`src/rtl/spi_reg_pkg.sv`:
```
// Shared constants, frame layout and controller state encoding for the
// SPI register-write controller that programs the PWM peripheral.
package spi_reg_pkg;

    localparam int unsigned FRAME_BITS = 16;
    localparam int unsigned ADDR_W     = 7;
    localparam int unsigned DATA_W     = 8;
    localparam int unsigned BIT_CNT_W  = 4;

    localparam logic RW_WRITE = 1'b1;

    localparam logic [ADDR_W-1:0] ADDR_EN_OUT_7_0  = 7'h00;
    localparam logic [ADDR_W-1:0] ADDR_EN_OUT_15_8 = 7'h01;
    localparam logic [ADDR_W-1:0] ADDR_EN_PWM_7_0  = 7'h02;
    localparam logic [ADDR_W-1:0] ADDR_EN_PWM_15_8 = 7'h03;
    localparam logic [ADDR_W-1:0] ADDR_PWM_DUTY    = 7'h04;

    typedef struct packed {
        logic              rw;
        logic [ADDR_W-1:0] addr;
        logic [DATA_W-1:0] data;
    } spi_frame_t;

    typedef enum logic [2:0] {
        IDLE,
        SETUP,
        SHIFT_HI,
        SHIFT_LO,
        GAP
    } spi_ctl_state_t;

endpackage

```
`src/rtl/spi_clk_div.sv`:
```
// Half-period divider: while run is high, tick pulses once every CLK_DIV clk cycles.
module spi_clk_div #(
    parameter int unsigned CLK_DIV = 4
) (
    input  logic clk,
    input  logic rst_n,
    input  logic run,
    output logic tick
);

    localparam int unsigned CNT_W = (CLK_DIV > 1) ? $clog2(CLK_DIV) : 1;

    logic [CNT_W-1:0] cnt;

    assign tick = run && (cnt == CNT_W'(CLK_DIV - 1));

    // Restart from zero whenever idle so every phase gets a full CLK_DIV cycles.
    always_ff @(posedge clk) begin
        if (!rst_n || !run || tick) begin
            cnt <= '0;
        end else begin
            cnt <= cnt + CNT_W'(1);
        end
    end

endmodule

```
`src/rtl/spi_reg_controller.sv`:
```
// SPI mode-0 write-only initiator: one {1, addr[6:0], data[7:0]} frame per
// accepted command, MSB first, followed by a guaranteed nCS-high gap.
module spi_reg_controller #(
    parameter int unsigned CLK_DIV = 4
) (
    input  logic       clk,
    input  logic       rst_n,
    input  logic       cmd_valid,
    output logic       cmd_ready,
    input  logic [6:0] cmd_addr,
    input  logic [7:0] cmd_data,
    output logic       busy,
    output logic       done,
    output logic       sclk,
    output logic       ncs,
    output logic       copi
);

    import spi_reg_pkg::*;

    localparam logic [BIT_CNT_W-1:0] LAST_BIT = BIT_CNT_W'(FRAME_BITS - 1);

    spi_ctl_state_t        state, state_n;
    logic [FRAME_BITS-1:0] shreg, shreg_n;
    logic [BIT_CNT_W-1:0]  bit_cnt, bit_cnt_n;
    logic                  sclk_n, ncs_n, copi_n, done_n;
    logic                  tick, run, accept;
    spi_frame_t            cmd_frame;

    assign cmd_ready = (state == IDLE);
    assign busy      = !cmd_ready;
    assign accept    = cmd_valid && cmd_ready;
    assign run       = (state != IDLE);
    assign cmd_frame = '{rw: RW_WRITE, addr: cmd_addr, data: cmd_data};

    spi_clk_div #(
        .CLK_DIV (CLK_DIV)
    ) u_clk_div (
        .clk   (clk),
        .rst_n (rst_n),
        .run   (run),
        .tick  (tick)
    );

    // Next-state, datapath and output decode; pins are registered from state_n.
    always_comb begin
        state_n   = state;
        shreg_n   = shreg;
        bit_cnt_n = bit_cnt;
        copi_n    = copi;
        case (state)
            IDLE: begin
                if (accept) begin
                    state_n   = SETUP;
                    shreg_n   = FRAME_BITS'(cmd_frame);
                    bit_cnt_n = '0;
                    copi_n    = cmd_frame.rw;
                end
            end
            SETUP: begin
                if (tick) state_n = SHIFT_HI;
            end
            SHIFT_HI: begin
                // COPI only moves on the falling SCLK edge.
                if (tick) begin
                    state_n = SHIFT_LO;
                    shreg_n = {shreg[FRAME_BITS-2:0], 1'b0};
                    copi_n  = shreg[FRAME_BITS-2];
                end
            end
            SHIFT_LO: begin
                if (tick) begin
                    if (bit_cnt == LAST_BIT) begin
                        state_n = GAP;
                        copi_n  = 1'b0;
                    end else begin
                        state_n   = SHIFT_HI;
                        bit_cnt_n = bit_cnt + BIT_CNT_W'(1);
                    end
                end
            end
            GAP: begin
                if (tick) state_n = IDLE;
            end
            default: state_n = IDLE;
        endcase
        sclk_n = (state_n == SHIFT_HI);
        ncs_n  = !(state_n inside {SETUP, SHIFT_HI, SHIFT_LO});
        done_n = (state == SHIFT_LO) && (state_n == GAP);
    end

    always_ff @(posedge clk) begin
        if (!rst_n) begin
            state   <= IDLE;
            shreg   <= '0;
            bit_cnt <= '0;
            sclk    <= 1'b0;
            ncs     <= 1'b1;
            copi    <= 1'b0;
            done    <= 1'b0;
        end else begin
            state   <= state_n;
            shreg   <= shreg_n;
            bit_cnt <= bit_cnt_n;
            sclk    <= sclk_n;
            ncs     <= ncs_n;
            copi    <= copi_n;
            done    <= done_n;
        end
    end

endmodule

```
`config.mk`:
```
export PLATFORM = sky130hd
export DESIGN_NAME = spi_reg_controller
export DESIGN_NICKNAME = d
export VERILOG_FILES = /design/src/rtl/spi_reg_pkg.sv /design/src/rtl/spi_clk_div.sv /design/src/rtl/spi_reg_controller.sv
export SDC_FILE = /design/constraint.sdc
export NUM_CORES = 1
export LEC_CHECK = 0
export BUFFER_PORTS_ARGS = -buffer_cell sky130_fd_sc_hd__buf_4
export CORE_ASPECT_RATIO = 1.4
export CORE_UTILIZATION = 55
export CTS_BUF_LIST = sky130_fd_sc_hd__clkbuf_8
export DETAILED_ROUTE_END_ITERATION = 10
export PLACE_DENSITY = 0.8
export SETUP_SLACK_MARGIN = 0.1
export SKIP_LAST_GASP = 1
export SLEW_MARGIN = 20
export SYNTH_ARGS = -nofsm -noshare
export SYNTH_HDL_FRONTEND = slang
export SYNTH_SLANG_ARGS = --single-unit
```
`constraint.sdc`:
```
create_clock -name clk -period 2.8 [get_ports clk]
set_input_delay 0.42 -clock clk [delete_from_list [all_inputs] [get_ports clk]]
set_output_delay 0.42 -clock clk [all_outputs]
set_load 0.01 [all_outputs]
```
==> impl_metrics.ini <==
[clocking]
numClockSinks = 28
clk_pin_slew_ns = 0.09
cts_setup_buffers = 0
cts_tree = done
cts_root_buffer = clkbuf_8
clock_latency_ns = 0.27
htree_num_levels = 1
cts_hold_buf = 0
cts.path.max_buffers = 2
ctsResizeCount = 0
cts_made_buffers = 3

[worst_setup_path]
arrival_ns = 2.09
path_max_fanout = 17
critPathCaptureType = register
critical_path_class = register to register
cp_cell_sequence = ha_1, mux2_2, and2_1, a211oi_1
path_delay_family = simple AND/OR/NAND/NOR gates
startpoint_type = register
cp_data_required_time_ns = 2.93
cp_slowest_stage_delay_ns = 0.51
path_buf_inv = 0
cp_slowest_cell = and2_1

[cells_and_area]
areaGrowthSynthToFinish_pct = 14.8
final_cell_area_sq_mm = 0.00149
num_antenna_cells = 0
nNetsFinal = 177
drive_gt1_share_pct = 20.0

[synthesis]
syn_nets = 159
ys_ff_latch = 28
synth_top_family_by_area = compound AO/OA/AOI/OAI gates
yosys.area_share.simple_pct = 16.2
syn_area_sq_mm = 0.00130
ys_seq_area_share_pct = 43.2
ys_types = 36
synth_compound_area_share_pct = 21.3
synth_xor_area_share_pct = 0
syn-instance-count = 139
muxShareOfSynthArea_pct = 12.5
avgSynthCellArea_sq_um = 9.34
synth-adder-area-share_pct = 1.93
ys_warn_count = 0

[detailed_routing]
routedWlPerCell_microns = 15.9
via_per_inst = 6.20
routed_wl_mm = 2.81
postRouteAntennaNets = 0
drc = 0
dr.pass1.iters = 4
vias = 1098
drt_iter0_drc = 16

[sta]
holdWs_ns = 0.427
setup_ws_ns = 0.837
final-max-slew-violation-count = 0
timing.fmax_mhz = 509
worstMarginPinSlew_ns = 0.773
finalSetupViolations = 0
finClkSkew_ns = 0.000868
hold_viol_final = 0
tns_ns = 0
relSlewSlack_pct = 48.5
period_share_pct = 70.1
period_minus_slack_ns = 1.96
rsz0062_at_grt = no

[die]
rows = 20
die-height_microns = 59.5
dieArea_sq_mm = 0.00256
design.core.area_sq_mm = 0.00220
fp.dieW_microns = 43.1
ios = 24
initial_core_util_pct = 59.0

[placement]
globalplace.congestion = 0.781
place_hpwl_mm = 1.93
place_area_sq_mm = 0.00145
portBuffers = 23
place_ws_ns = 0.867

[run_status]
status = complete, no violations

[global_routing]
track_usage_pct = 24.5
grt_max_degree = 21
grt.overflow.total = 0
grt_pass1_vias = 1153
grt_pass1_wl_mm = 4.77
antenna_found_initial = 0

[pwr]
p_sw_uw = 187
swShare_pct = 24.7
p_leak_nw = 0.669
peakVddDrop_mv = 0.283
power_frac_clock_pct = 28.6
p_per_area_mw_per_mm2 = 509
pwr-share-comb_pct = 13.7
p_total_uw = 759
internal_power_uw = 572
seqPwrFrac_pct = 57.7

[job]
maxCapViolations = 0

[min_path]
hp-class = input pin to register
[kinds of logic (layout without fill, tap and decap cells)]
logic type               Yosys count  in the layout
AO/OA/AOI/OAI                     44             44
adder cells (fa/ha/maj)            2              2
buffers and inverters             13             29
flip-flops                        28             28
multiplexers                      16             16
AND/OR/NAND/NOR                   36             36
[final cells by class]
class | instances | area (sq um)
inverters | 2 | 7.51
fillers | 200 | 711
repair buffers | 24 | 180
flip-flops and latches | 28 | 561
clock buffers | 3 | 41.3
multi-input cells | 98 | 674
well taps | 22 | 27.5
[layer usage]
layer	wire, microns	part of all wire, %	GRT usage (%)	vias to the layer above
met4	55	2.0	13.4	0
met3	83	3.0	2.74	4
li1	-	-	-	551
met1	1170	42	25.3	523
met2	1500	54	46.8	20
met5	0	0	0	-
[worst register-to-register path: cells and delay by family (launching register included)]
family | cells | cell delay [ns]
multiplexers | 1 | 0.44
flip-flops | 1 | 0.36
adder cells (fa/ha/maj) | 1 | 0.36
AO/OA/AOI/OAI | 1 | 0.15
AND/OR/NAND/NOR | 1 | 0.51
[worst paths after layout]
check | from | to | slack, ns | cells after the start
worst max register to register | u_clk_div.cnt[0] | shreg[12] | 0.84 | 4
worst min register to register | u_clk_div.cnt[0] | u_clk_div.cnt[0] | 0.47 | 1
worst min-delay path | rst_n | state[0] | 0.43 | 2
worst max-delay path | u_clk_div.cnt[0] | shreg[12] | 0.84 | 4
[power groups by stage]
| stage | clock [mW] | sequential, mW | combinational [mW] |
|---|---|---|---|
| 6_report | 0.217 | 0.438 | 0.104 |
| 2_1_floorplan | 0 | 0.442 | 0.0663 |
| 3_5_place_dp | 0 | 0.446 | 0.104 |
| 3_3_place_gp | 0 | 0.446 | 0.0998 |
| 5_1_grt | 0.236 | 0.441 | 0.115 |
| 4_1_cts | 0.221 | 0.438 | 0.105 |
[cell usage after synthesis]
library cell | number | area (sq um)
a21oi_1 | 19 | 95.1
nor3_1 | 5 | 25.0
a21boi_0 | 1 | 7.51
and3_1 | 2 | 12.5
nor4_1 | 1 | 6.26
or2_2 | 1 | 6.26
o21ai_1 | 1 | 5.00
buf_4 | 1 | 7.51
and2_1 | 2 | 12.5
o21a_1 | 2 | 15.0
nand3_1 | 4 | 20.0
ha_1 | 2 | 25.0
o21ai_0 | 2 | 10.0
nand2b_1 | 2 | 12.5
mux2_2 | 2 | 22.5
nand4_1 | 2 | 12.5
inv_1 | 2 | 7.51
a32oi_1 | 1 | 8.76
nor2b_1 | 1 | 6.26
nand2_1 | 5 | 18.8
nor3b_1 | 1 | 7.51
buf_6 | 1 | 11.3
o22ai_1 | 1 | 6.26
or3b_1 | 1 | 8.76
mux2i_1 | 14 | 140
nor4b_1 | 2 | 17.5
dfxtp_1 | 28 | 561
clkbuf_1 | 6 | 22.5
a211oi_1 | 15 | 113
and4b_1 | 1 | 10.0
nor2_1 | 4 | 15.0
buf_2 | 3 | 15.0
a21o_1 | 1 | 7.51
a41oi_1 | 1 | 8.76
nor3_2 | 1 | 10.0
nand4b_1 | 1 | 8.76
[layout by cell type, fill, tap and decap left out, types with 2 or more instances in the layout]
master     n
and3_1     2
dfxtp_1   28
nand4_1    2
ha_1       2
clkbuf_8   3
nand2b_1   2
mux2i_1   14
and2_1     2
inv_1      2
nor3_1     5
a211oi_1  15
nor4b_1    2
mux2_2     2
o21a_1     2
buf_4     24
a21oi_1   19
nand3_1    4
nand2_1    5
nor2_1     4
o21ai_0    2
[registers in the layout (all words and copies together) (netlist names)]
signal / flops
bit_cnt: 4
state: 3
ncs: 1
done: 1
sclk: 1
shreg: 15
copi: 1
u_clk_div.cnt: 2
[through the flow]
| stage | util (%) | std cells |
|---|---|---|
| after floorplan | - | 139 |
| after CTS | 67.7 | 177 |
| final | 67.7 | 177 |
| after detailed placement | 65.9 | 174 |
| after global placement | 65.9 | 174 |
| after global routing | 67.7 | 177 |
(Power assumes the default switching activity.)
